File: src/rtl/noc_pkg.sv
// Shared mesh-router constants: port indices, flit-type encodings, arbiter state.
package noc_pkg;

    localparam int NUM_PORTS   = 5;
    localparam int PORT_W      = 3;
    localparam int FLIT_TYPE_W = 2;

    // Flit-type encodings. Bit 0 marks a packet start and bit 1 marks a packet end.
    localparam logic [FLIT_TYPE_W-1:0] FT_BODY     = 2'b00;
    localparam logic [FLIT_TYPE_W-1:0] FT_HEAD     = 2'b01;
    localparam logic [FLIT_TYPE_W-1:0] FT_TAIL     = 2'b10;
    localparam logic [FLIT_TYPE_W-1:0] FT_HEADTAIL = 2'b11;

    localparam logic [PORT_W-1:0] P_NORTH = 3'd0;
    localparam logic [PORT_W-1:0] P_EAST  = 3'd1;
    localparam logic [PORT_W-1:0] P_SOUTH = 3'd2;
    localparam logic [PORT_W-1:0] P_WEST  = 3'd3;
    localparam logic [PORT_W-1:0] P_LOCAL = 3'd4;

    typedef enum logic {
        ST_IDLE   = 1'b0,
        ST_LOCKED = 1'b1
    } arb_state_e;

endpackage

File: src/rtl/rr_arbiter.sv
// Combinational round-robin picker: first set request at or after ptr_i, wrapping mod N.
module rr_arbiter #(
    parameter int N = 5,
    parameter int W = 3
) (
    input  logic [N-1:0] req_i,
    input  logic [W-1:0] ptr_i,
    output logic [N-1:0] gnt_o,
    output logic [W-1:0] idx_o,
    output logic         vld_o
);

    logic [W:0] cand;

    // Scan offsets from farthest to nearest so the nearest requester is assigned last and wins.
    always_comb begin
        idx_o = '0;
        cand  = '0;
        for (int k = N - 1; k >= 0; k--) begin
            cand = {1'b0, ptr_i} + (W+1)'(k);
            if (cand >= (W+1)'(N)) cand = cand - (W+1)'(N);
            if (req_i[cand[W-1:0]]) idx_o = cand[W-1:0];
        end
        vld_o = |req_i;
        gnt_o = vld_o ? (N'(1) << idx_o) : '0;
    end

endmodule

File: src/rtl/wormhole_output_arbiter.sv
// Per-output wormhole arbiter: round-robin among head flits, then locks the
// winner until its tail transfers. Transfers are gated by downstream ON_OFF.
module wormhole_output_arbiter
    import noc_pkg::*;
(
    input  logic                             clk,
    input  logic                             rst,
    input  logic [NUM_PORTS-1:0]             req,
    input  logic [NUM_PORTS*FLIT_TYPE_W-1:0] in_flit_type,
    input  logic                             ON_OFF_signal,
    output logic [NUM_PORTS-1:0]             grant,
    output logic [PORT_W-1:0]                sel,
    output logic                             locked,
    output logic [NUM_PORTS-1:0]             rd_en,
    output logic                             wr_en
);

    arb_state_e             state_q;
    logic [PORT_W-1:0]      owner_q, ptr_q, sel_q;
    logic [NUM_PORTS-1:0]   grant_q;
    logic                   locked_q;

    logic [NUM_PORTS-1:0]   head_vec, eligible, win_gnt;
    logic [PORT_W-1:0]      win_idx;
    logic                   win_vld;
    logic [FLIT_TYPE_W-1:0] own_type;
    logic                   xfer;

    // Decode head flags for every input and pick out the owner's front-flit type.
    always_comb begin
        head_vec = '0;
        own_type = FT_BODY;
        for (int i = 0; i < NUM_PORTS; i++) begin
            head_vec[i] = in_flit_type[i*FLIT_TYPE_W];
            if (owner_q == PORT_W'(i)) own_type = in_flit_type[i*FLIT_TYPE_W +: FLIT_TYPE_W];
        end
    end

    // Only head flits compete; body/tail flits of other packets must never steal the output.
    assign eligible = req & head_vec;

    rr_arbiter #(.N(NUM_PORTS), .W(PORT_W)) u_rr (
        .req_i (eligible),
        .ptr_i (ptr_q),
        .gnt_o (win_gnt),
        .idx_o (win_idx),
        .vld_o (win_vld)
    );

    // grant_q is already one-hot on the owner, so it doubles as the owner's request mask.
    assign xfer   = locked_q & (|(req & grant_q)) & ON_OFF_signal;
    assign rd_en  = xfer ? grant_q : '0;
    assign wr_en  = xfer;
    assign grant  = grant_q;
    assign sel    = sel_q;
    assign locked = locked_q;

    // IDLE/LOCKED FSM with registered grant/sel/locked; pointer advances only on a new lock.
    always_ff @(posedge clk or posedge rst) begin
        if (rst) begin
            state_q  <= ST_IDLE;
            owner_q  <= '0;
            ptr_q    <= '0;
            sel_q    <= '0;
            grant_q  <= '0;
            locked_q <= 1'b0;
        end else begin
            case (state_q)
                ST_IDLE: begin
                    if (win_vld) begin
                        state_q  <= ST_LOCKED;
                        owner_q  <= win_idx;
                        ptr_q    <= (win_idx == PORT_W'(NUM_PORTS - 1)) ? '0 : win_idx + 1'b1;
                        sel_q    <= win_idx;
                        grant_q  <= win_gnt;
                        locked_q <= 1'b1;
                    end
                end
                ST_LOCKED: begin
                    if (xfer && own_type[1]) begin
                        state_q  <= ST_IDLE;
                        sel_q    <= '0;
                        grant_q  <= '0;
                        locked_q <= 1'b0;
                    end
                end
                default: state_q <= ST_IDLE;
            endcase
        end
    end

endmodule

File: config.mk
export PLATFORM = sky130hd
export DESIGN_NAME = wormhole_output_arbiter
export DESIGN_NICKNAME = d
export VERILOG_FILES = /design/src/rtl/noc_pkg.sv /design/src/rtl/rr_arbiter.sv /design/src/rtl/wormhole_output_arbiter.sv
export SDC_FILE = /design/constraint.sdc
export NUM_CORES = 1
export LEC_CHECK = 0
export ABC_CLOCK_PERIOD_IN_PS = 5000
export BUFFER_PORTS_ARGS = -buffer_cell sky130_fd_sc_hd__buf_2
export CAP_MARGIN = 20
export CORE_MARGIN = 8
export CORE_UTILIZATION = 40
export DETAILED_ROUTE_END_ITERATION = 16
export GPL_ROUTABILITY_DRIVEN = 0
export PLACE_DENSITY = 0.71
export SLEW_MARGIN = 30
export SYNTH_ARGS = -nofsm -noshare
export SYNTH_HDL_FRONTEND = slang
export SYNTH_SLANG_ARGS = --single-unit
export TNS_END_PERCENT = 5
File: constraint.sdc
create_clock -name clk -period 5 [get_ports clk]
set_input_delay 0.25 -clock clk [delete_from_list [all_inputs] [get_ports clk]]
set_output_delay 0.25 -clock clk [all_outputs]
set_load 0.01 [all_outputs]
* Word-level counts from Yosys, hierarchy flattened *
Index checks and enable logic that the tools add are counted.

storage, ports and cells
  bits in registers = 16
  bits in latches = 0
  memory bits (writable) = 0
  bits in read-only memories = 0
  input port bits = 18
  output and inout port bits = 15
  memories = 0

cells by class
  add/sub/neg operators = 10
  multiply operators = 0
  divide/modulo/power cells = 0
  $lt $le $gt $ge = 10
  equality and inequality tests = 7
  shift-type cells = 1
  muxes and demuxes = 39
  bitwise logic cells = 5
  reductions and logical operators = 6

operators by type and width
  cell                                                                                  number
  3-bit 2-to-1 mux                                                                      13
  3-bit by 4-bit < comparator with 1-bit output (second input constant)                 5
  4-bit by 3-bit greater-or-equal comparator with 1-bit output (second input constant)  4
  1-bit binary-select mux with 3-bit select                                             5
  5-bit 2-to-1 mux                                                                      3
  3-bit subtractor (second input constant)                                              5
  5-bit AND                                                                             2
  2-bit 2-to-1 mux                                                                      5
  5-bit one-hot mux with 2 select lines                                                 1
  5-bit OR reduction                                                                    2
  1-bit 2-to-1 mux                                                                      9
  3-bit by 2-bit adder with 4-bit output (second input constant)                        2
  3-bit by 2-bit == test with 1-bit output (second input constant)                      2
  3-bit == test (second input constant)                                                 2
  3-bit one-hot mux with 2 select lines                                                 1
  1-bit by 3-bit left shift with 5-bit output (first input constant)                    1
  3-bit by 1-bit adder with 4-bit output (second input constant)                        1
  3-bit by 3-bit adder with 4-bit output (second input constant)                        1
  2-bit by 1-bit inequality test with 1-bit output (second input constant)              2
  1-bit one-hot mux with 2 select lines                                                 2
  2-bit AND reduction                                                                   2
  3-bit by 1-bit adder with 3-bit output (second input constant)                        1
  3-bit by 1-bit == test with 1-bit output (second input constant)                      1
  3-bit greater-or-equal comparator (second input constant)                             1
  4 further kinds                                                                       5

* Logic depth before layout (Yosys ltp) *
Gate-level depths: netlist (run 1).

  word-level depth = 13
  gate-level depth with buffers = 16
  gate-level depth less buffers = 16

* Hierarchy *
Synthesis (run 1) repeated with hierarchy kept, for this count alone.

unflattened totals
  cells, all modules = 264
  area total of the unflattened synthesis = 2142.1 µm²

by module, submodules not included
  module                   instances  cells an instance  area each (µm²)  seq. area each (µm²)
  rr_arbiter               1          171                1277.5           0.0
  wormhole_output_arbiter  1          93                 864.6            400.4

* Worst setup path before layout (run 1) *
No wires, ideal clock.

  path kind = register to register
  start = reg ptr_q[1]
  end = reg ptr_q[2]
  setup time = 0.096 ns
  arrival time = 3.368 ns
  setup slack = 1.537 ns
  stages on the path, launching flop included = 16
  period minus slack after synthesis = 3.463 ns
  cell sequence = dfrtp_1 buf_2 inv_1 ha_1 buf_4 and3b_1 or3_1 nor3b_1 nor2_1 mux2i_1 a2111oi_4 a21o_1 inv_1 ha_1 ha_1 o31ai_1

between the ends
  cells in the longest elaborated chain, start to end = 12

RTL lines
  element                                                                                           line                           RTL
  start, declared                                                                                   wormhole_output_arbiter.sv:19  logic [PORT_W-1:0] owner_q, ptr_q, sel_q;
  start signal, assigned                                                                            wormhole_output_arbiter.sv:73  ptr_q <= (win_idx == PORT_W'(NUM_PORTS - 1)) ? '0 : win_idx + 1'b1;
  3-bit by 3-bit adder with 4-bit output                                                            rr_arbiter.sv:20               cand = {1'b0, ptr_i} + (W+1)'(k);
  4-bit by 3-bit greater-or-equal comparator with 1-bit output or 3-bit subtractor (tied branches)  rr_arbiter.sv:21               if (cand >= (W+1)'(N)) cand = cand - (W+1)'(N);
  3-bit 2-to-1 mux                                                                                  rr_arbiter.sv:21
  1-bit binary-select mux with 3-bit select                                                         rr_arbiter.sv:22               if (req_i[cand[W-1:0]]) idx_o = cand[W-1:0];
  1-bit 2-to-1 mux (implied by the code)                                                            rr_arbiter.sv:22
  3-bit 2-to-1 mux (4 in a row)                                                                     rr_arbiter.sv:22
  3-bit 2-to-1 mux (*)                                                                              rr_arbiter.sv:22
  via u_rr.idx_o[0]                                                                                 rr_arbiter.sv:9                output logic [W-1:0] idx_o,
  3-bit by 1-bit adder with 3-bit output or 3-bit == test (tied branches)                           wormhole_output_arbiter.sv:73
  3-bit 2-to-1 mux (*)                                                                              wormhole_output_arbiter.sv:73

The timed path passes the listed nets; every way through them passes the cells marked *. The select of a mux whose other input is x is not followed.
A chain may end at the register's enable or synchronous reset.

* Worst setup path in the final report (run 1) *
Ends and elaborated chain as after synthesis.

==> impl_metrics.py, run 1 <==
metrics = {
    "flow_run": {
        "maxCapViolations": 0,
    },
    "setup_path": {
        "cp_data_arrival_time_ns": 4.17,
        "max_stage_delay_ns": 0.70,
        "crit_top_cell": "ha_1",
        "required_ns": 5.15,
        "rrSetupSlack_ns": 0.99,
        "r2r-start": "ptr_q[1]",
        "crit_chain": "buf_4, inv_1, ha_1, inv_1, xnor2_2, mux2i_1, a22oi_1, and2_4, a211oi_2, nor2_1, ha_1, ha_1, o31ai_1",
        "end_kind": "flip-flop",
        "critical_path_class": "flip-flop to flip-flop",
        "worst_setup_path_start_kind": "flip-flop",
        "reg2reg_to": "ptr_q[2]",
        "slowest_stage": "ha_1",
        "critPathMaxFanout": 17,
        "reg2regPathDepth": 13,
    },
    "timing": {
        "finalHoldViolCount": 0,
        "drv_slew": 0,
        "finalSetupViolations": 0,
        "fin_setup_tns_ns": 0,
        "fin_crit_sh": 0.802,
        "worst_slack_ns": 0.989,
        "rsz0062_at_grt": "no",
        "fmaxAchievable_mhz": 249,
        "finClkSkew_ns": 0.00102,
        "tightest_slew_ns": 0.703,
        "period_minus_slack_ns": 4.01,
        "slew_headroom": 0.531,
        "whs_ns": 0.0565,
    },
    "detailed_routing": {
        "drtIter0Drc": 142,
        "wl_mm": 5.22,
        "routed-via-count": 1886,
        "ant_nets": 0,
        "avgViaCountPerCell": 6.08,
        "firstDrtPassIters": 4,
        "wl_per_cell_um": 16.8,
        "drt_drc_violations_left": 0,
    },
    "synthesis": {
        "synthCells": 230,
        "netlist_area_sq_um": 1890,
        "synth_cell_types": 56,
        "synthTopCellsByArea": "dfrtp_1 (21%), ha_1 (8.6%), nand2_1 (4.8%)",
        "synth_top_area_cell": "dfrtp_1",
        "synthArstFlopShare": 1.00,
        "seq_area_frac_synth": 0.212,
        "yosys_most_used_dff": "dfrtp_1",
        "yosys.area.top_type_share": 0.212,
        "ys.warnings.count": 0,
        "ys_seq_elements": 16,
        "synth_edf_count": 0,
        "avgSynthCellArea_sq_um": 8.23,
        "synth_common_cells": "nand2_1 (24), dfrtp_1 (16), ha_1 (13), nand3_1 (13), nor2_1 (13)",
        "syn-num-nets": 262,
        "yosysMostFrequentCell": "nand2_1",
    },
    "global_routing": {
        "gr-max-usage-layer": "met2",
        "antenna_found_initial": 0,
        "grt_usage": 0.149,
        "use_met3": 0.0215,
        "met2_usage": 0.251,
        "grt_pass1_wl_mm": 8.89,
        "grt_pass1_vias": 1864,
        "grt-ovfl-total": 0,
        "grt_max_degree": 23,
        "grtUsageMet1": 0.184,
    },
    "clocking": {
        "cts.reportedPaths.clkPinSlew_ns": 0.06,
        "ctsHoldBuffers": 0,
        "tritoncts": "done",
        "cts-root-buf": "clkbuf_8",
        "post_cts_resized": 0,
        "cts_buffer_depth": 2,
        "cts_setup_buffers": 0,
        "cts.sinks": 16,
        "numCtsBuffers": 3,
        "clk_latency_ns": 0.25,
        "cts_max_level": 1,
    },
    "cells_and_area": {
        "multiInputGateArea_sq_um": 1400,
        "syn2layout_area_growth_pct": 12.8,
        "fin_area_sq_um": 2140,
        "regArea_sq_um": 400,
        "nNetsFinal": 289,
        "fillers": 459,
        "diodes": 0,
        "drive_gt1_frac": 0.203,
        "stdcell_count": 310,
    },
    "power_and_ir_drop": {
        "clkPwrFrac": 0.065,
        "p_leak_uw": 0.000999,
        "switching_share": 0.532,
        "p_per_area_nw_per_um2": 825,
        "p_int_uw": 825,
        "vdd_ir_drop_max_mv": 0.439,
        "switchingPower_uw": 938,
        "p_seq_frac": 0.137,
        "combPwrFrac": 0.797,
    },
    "placed_design": {
        "io_buffers": 32,
        "place_inst": 306,
        "post-dp-hpwl_mm": 4.03,
        "dp_slack_ns": 1.07,
        "dpl_cell_area_sq_um": 2080,
    },
    "floorplan": {
        "die_w_um": 84.8,
        "dieArea_sq_um": 7190,
        "fp.dieH_um": 84.8,
        "rows": 25,
        "initial_core_util": 0.409,
        "io_pins": 33,
        "core_sq_um": 4630,
    },
    "status": {
        "status": "finished clean",
    },
    "worst_hold_path": {
        "hold_class": "input port to asynchronous set/reset pin",
    },
}
[power by group through the flow]
stage / combinational (uW) / sequential (uW) / clock (uW)
2_1_floorplan: 1090 / 246 / 0
3_3_place_gp: 1350 / 244 / 0
3_5_place_dp: 1380 / 244 / 0
4_1_cts: 1390 / 242 / 118
5_1_grt: 1560 / 251 / 122
6_report: 1410 / 242 / 115
[state kept, by name, indices dropped and copies added (netlist names)]
name / flops
owner_q: 3
state_q: 1
grant: 5
ptr_q: 3
locked: 1
sel: 3
[worst max-delay path by stage]
stage / startpoint / depth (start not counted) / endpoint
after floorplan: ptr_q[1] / 15 / ptr_q[2]
after global placement: ptr_q[1] / 14 / ptr_q[0]
after detailed placement: ptr_q[1] / 13 / ptr_q[2]
after CTS: ptr_q[1] / 13 / ptr_q[2]
after global routing: ptr_q[1] / 13 / ptr_q[2]
final: ptr_q[1] / 13 / ptr_q[2]
[routing by layer]
metal,vias up,routed length (um)
met1,910,2270
met5,-,0
met3,12,204
li1,914,-
met2,50,2610
met4,0,135
[worst max-delay path: cells and delay by family (launching register included)]
| family | cells | cell delay [ns] |
|---|---|---|
| adders and majority gates | 3 | 1.19 |
| AOI/OAI and AO/OA | 3 | 0.70 |
| buffers and inverters | 3 | 0.66 |
| muxes | 1 | 0.37 |
| and+or+nand+nor | 2 | 0.34 |
| xor gates and xnor gates | 1 | 0.33 |
| DFF | 1 | 0.32 |
[logic make-up after synthesis]
kind of cell | count (synthesis) | synth area share
muxes | 7 | 0.0568
buffers and inverters | 22 | 0.0489
AOI/OAI and AO/OA | 73 | 0.305
xor gates and xnor gates | 5 | 0.0271
adders and majority gates | 14 | 0.0965
DFF | 16 | 0.211
and+or+nand+nor | 93 | 0.254
[per-stage QoR]
| stage | power [uW] | utilization |
|---|---|---|
| 2_1_floorplan | 1330 | - |
| 3_3_place_gp | 1600 | 0.449 |
| 3_5_place_dp | 1620 | 0.449 |
| 4_1_cts | 1750 | 0.461 |
| 5_1_grt | 1930 | 0.461 |
| 6_report | 1760 | 0.461 |
[cells in the final DEF, fill, tap and decap left out, types with 6 or more instances in the layout]
| cell type | instances |
|---|---|
| dfrtp_1 | 16 |
| nor3_1 | 8 |
| o21ai_0 | 10 |
| a21oi_1 | 12 |
| inv_1 | 8 |
| a21o_1 | 7 |
| nand3_1 | 13 |
| and2_1 | 8 |
| nor2_1 | 13 |
| ha_1 | 13 |
| buf_2 | 32 |
| nand2_1 | 24 |
| o211ai_1 | 6 |
[layout make-up]
class,instances,share of cell area
flip-flops and latches,16,0.187
multi-input cells,192,0.656
inverters,10,0.0176
repair buffers,34,0.0820
clock buffers,4,0.0258
well taps,54,0.0316
(Power assumes the default switching activity.)
==> run 2, diff against run 1 <==
Settings changed: ABC_AREA from default to 1, ABC_CLOCK_PERIOD_IN_PS 5000 to 3700, PLACE_DENSITY 0.71 to 0.72.
Clock period 5 ns to 3.7 ns, I/O delays scaled along.
==> impl_metrics.py, run 2 <==
metrics = {
    "floorplan": {
        "fp.dieH_um": 82.9,
        "io_pins": 33,
        "die_w_um": 82.9,
        "dieArea_sq_um": 6880,
        "core_sq_um": 4320,
        "initial_core_util": 0.414,
        "rows": 24,
    },
    "cells_and_area": {
        "nNetsFinal": 349,
        "largest_reg_flops": 5,
        "final_cell_mix": "nand2_1 (87), nand3_1 (33), buf_2 (32)",
        "layout_commonest_cell": "nand2_1",
        "diodes": 0,
        "fillers": 448,
        "drive_gt1_frac": 0.256,
        "fin_area_sq_um": 2070,
        "syn2layout_area_growth_pct": 15.4,
    },
    "synthesis": {
        "ys.warnings.count": 0,
        "synth_cell_types": 32,
        "synth_xor_area_frac": 0,
        "synth_common_cells": "nand2_1 (87), nand3_1 (33), inv_1 (31)",
        "synthSimpleGateAreaFrac": 0.468,
        "synthAdderAreaFrac": 0.102,
        "syn-num-nets": 312,
        "synthTopCellsByArea": "dfrtp_1 (22%), nand2_1 (18%), nand3_1 (9.2%)",
        "synthArstFlopShare": 1.00,
        "yosys.area.top_type_share": 0.223,
        "synth_edf_count": 0,
        "synth_top_family_by_area": "simple AND/OR/NAND/NOR gates",
        "synth_compound_area_frac": 0.110,
        "netlist_area_sq_um": 1790,
        "yosys_most_used_dff": "dfrtp_1",
        "ys_seq_elements": 16,
        "synthCells": 280,
        "avgSynthCellArea_sq_um": 6.40,
        "seq_area_frac_synth": 0.223,
        "yosysMostFrequentCell": "nand2_1",
        "muxShareOfSynthArea": 0,
        "synth_top_area_cell": "dfrtp_1",
    },
    "setup_path": {
        "end_kind": "flip-flop",
        "cp_data_arrival_time_ns": 3.55,
        "crit_chain": "inv_6, ha_1, inv_1, fa_1, inv_1, nand2_2, o21ai_0, nand3_1, nand2_1, a21boi_2, nor2_1, nor2_2, nand2_1, nand2_2, nand2_2, inv_2, ha_1, ha_1, nor2_1, nand2_1, o21ai_1",
        "slowest_stage": "dfrtp_1",
        "max_stage_delay_ns": 0.57,
        "critPathMaxFanout": 12,
        "rrSetupSlack_ns": 0.32,
        "critical_path_class": "flip-flop to flip-flop",
        "required_ns": 3.87,
        "worst_setup_path_start_kind": "flip-flop",
    },
    "timing": {
        "tightest_slew_ns": 0.648,
        "period_minus_slack_ns": 3.38,
        "drv_slew": 0,
        "fin_crit_sh": 0.914,
        "fmaxAchievable_mhz": 296,
        "finalHoldViolCount": 0,
        "finClkSkew_ns": 0.00289,
        "worst_slack_ns": 0.319,
        "finalSetupViolations": 0,
        "fin_setup_tns_ns": 0,
        "slew_headroom": 0.567,
        "rsz0062_at_grt": "no",
    },
    "flow_run": {
        "maxCapViolations": 0,
    },
    "detailed_routing": {
        "drtIter0Drc": 119,
        "firstDrtPassIters": 4,
        "avgViaCountPerCell": 5.06,
        "ant_nets": 0,
        "drt_drc_violations_left": 0,
        "routed-via-count": 1862,
        "wl_mm": 4.78,
        "wl_per_cell_um": 13.0,
    },
    "global_routing": {
        "grt-ovfl-total": 0,
        "antenna_found_initial": 0,
        "grt_max_degree": 17,
        "grt_usage": 0.138,
        "grt_pass1_vias": 1803,
        "grt_pass1_wl_mm": 8.34,
    },
    "clocking": {
        "cts_buffer_depth": 2,
        "cts.reportedPaths.clkPinSlew_ns": 0.07,
        "tritoncts": "done",
        "numCtsBuffers": 3,
        "cts.sinks": 16,
        "cts-root-buf": "clkbuf_8",
        "ctsHoldBuffers": 0,
        "cts_max_level": 1,
        "post_cts_resized": 0,
        "clk_latency_ns": 0.25,
        "cts_setup_buffers": 0,
    },
    "placed_design": {
        "dp_slack_ns": 0.349,
        "post-dp-hpwl_mm": 3.90,
        "io_buffers": 32,
        "dpl_cell_area_sq_um": 2010,
    },
    "worst_hold_path": {
        "hold_class": "input port to asynchronous set/reset pin",
    },
    "status": {
        "status": "finished clean",
    },
}
[run 2: changes by cell type in the layout (fill, tap and decap cells not counted), sizes merged, moves of 9 or more]
cell   before  now
nand3      13   37
and2        9    0
inv        10   40
nand2      24  108
nor2       13   25
[run 2: final timing paths]
| kind | startpoint | endpoint | cells after the start |
|---|---|---|---|
| hold / removal | rst | owner_q[2] | 2 |
| hold reg to reg | sel[2] | sel[2] | 2 |
| setup reg to reg | ptr_q[0] | ptr_q[2] | 21 |
| setup / recovery | ptr_q[0] | ptr_q[2] | 21 |
| min in group clk | in_flit_type[9] | state_q | 4 |
| max in group asynchronous | rst | ptr_q[0] | 2 |
[run 2: kinds of logic after synthesis]
family	after synthesis
flip-flops	16
AND/OR/NAND/NOR	178
AO/OA/AOI/OAI	30
buffers and inverters	42
adder cells (fa/ha/maj)	14
[run 2: final cells by class]
class,instances,area (sq um),share of cell area
multi-input cells,222,1220,0.589
flip-flops and latches,16,400,0.194
repair buffers,34,175,0.0847
inverters,40,155,0.0750
well taps,52,65.1,0.0315
clock buffers,4,55.1,0.0266
[run 2: metrics by stage]
stage / hold slack (ns) / util / instances
2_1_floorplan: 0.0987 / - / 280
3_3_place_gp: 0.290 / 0.466 / 364
3_5_place_dp: 0.303 / 0.466 / 364
4_1_cts: 0.0300 / 0.478 / 368
5_1_grt: 0.0797 / 0.478 / 368
6_report: 0.0153 / 0.478 / 368
[run 2: layer usage]
| metal | vias to the layer above | wire, um | part of all wire | track usage |
|---|---|---|---|---|
| met4 | 0 | 73 | 0.015 | 0.0399 |
| met2 | 40 | 2300 | 0.48 | 0.230 |
| li1 | 969 | - | - | - |
| met1 | 847 | 2290 | 0.48 | 0.180 |
| met5 | - | 0 | 0 | 0 |
| met3 | 6 | 122 | 0.026 | 0.0176 |
[run 2: worst max-delay path: cells and delay by family, from the launching register on]
kind	cells	cell delay, ns
AO/OA/AOI/OAI	3	0.41
adder cells (fa/ha/maj)	4	1.02
buffers and inverters	4	0.41
flip-flops	1	0.57
AND/OR/NAND/NOR	10	0.85
Power of run 2 is left out: the tool's default activity adds up to more than one toggle a clock period on the data nets, which glitch-free logic cannot reach.
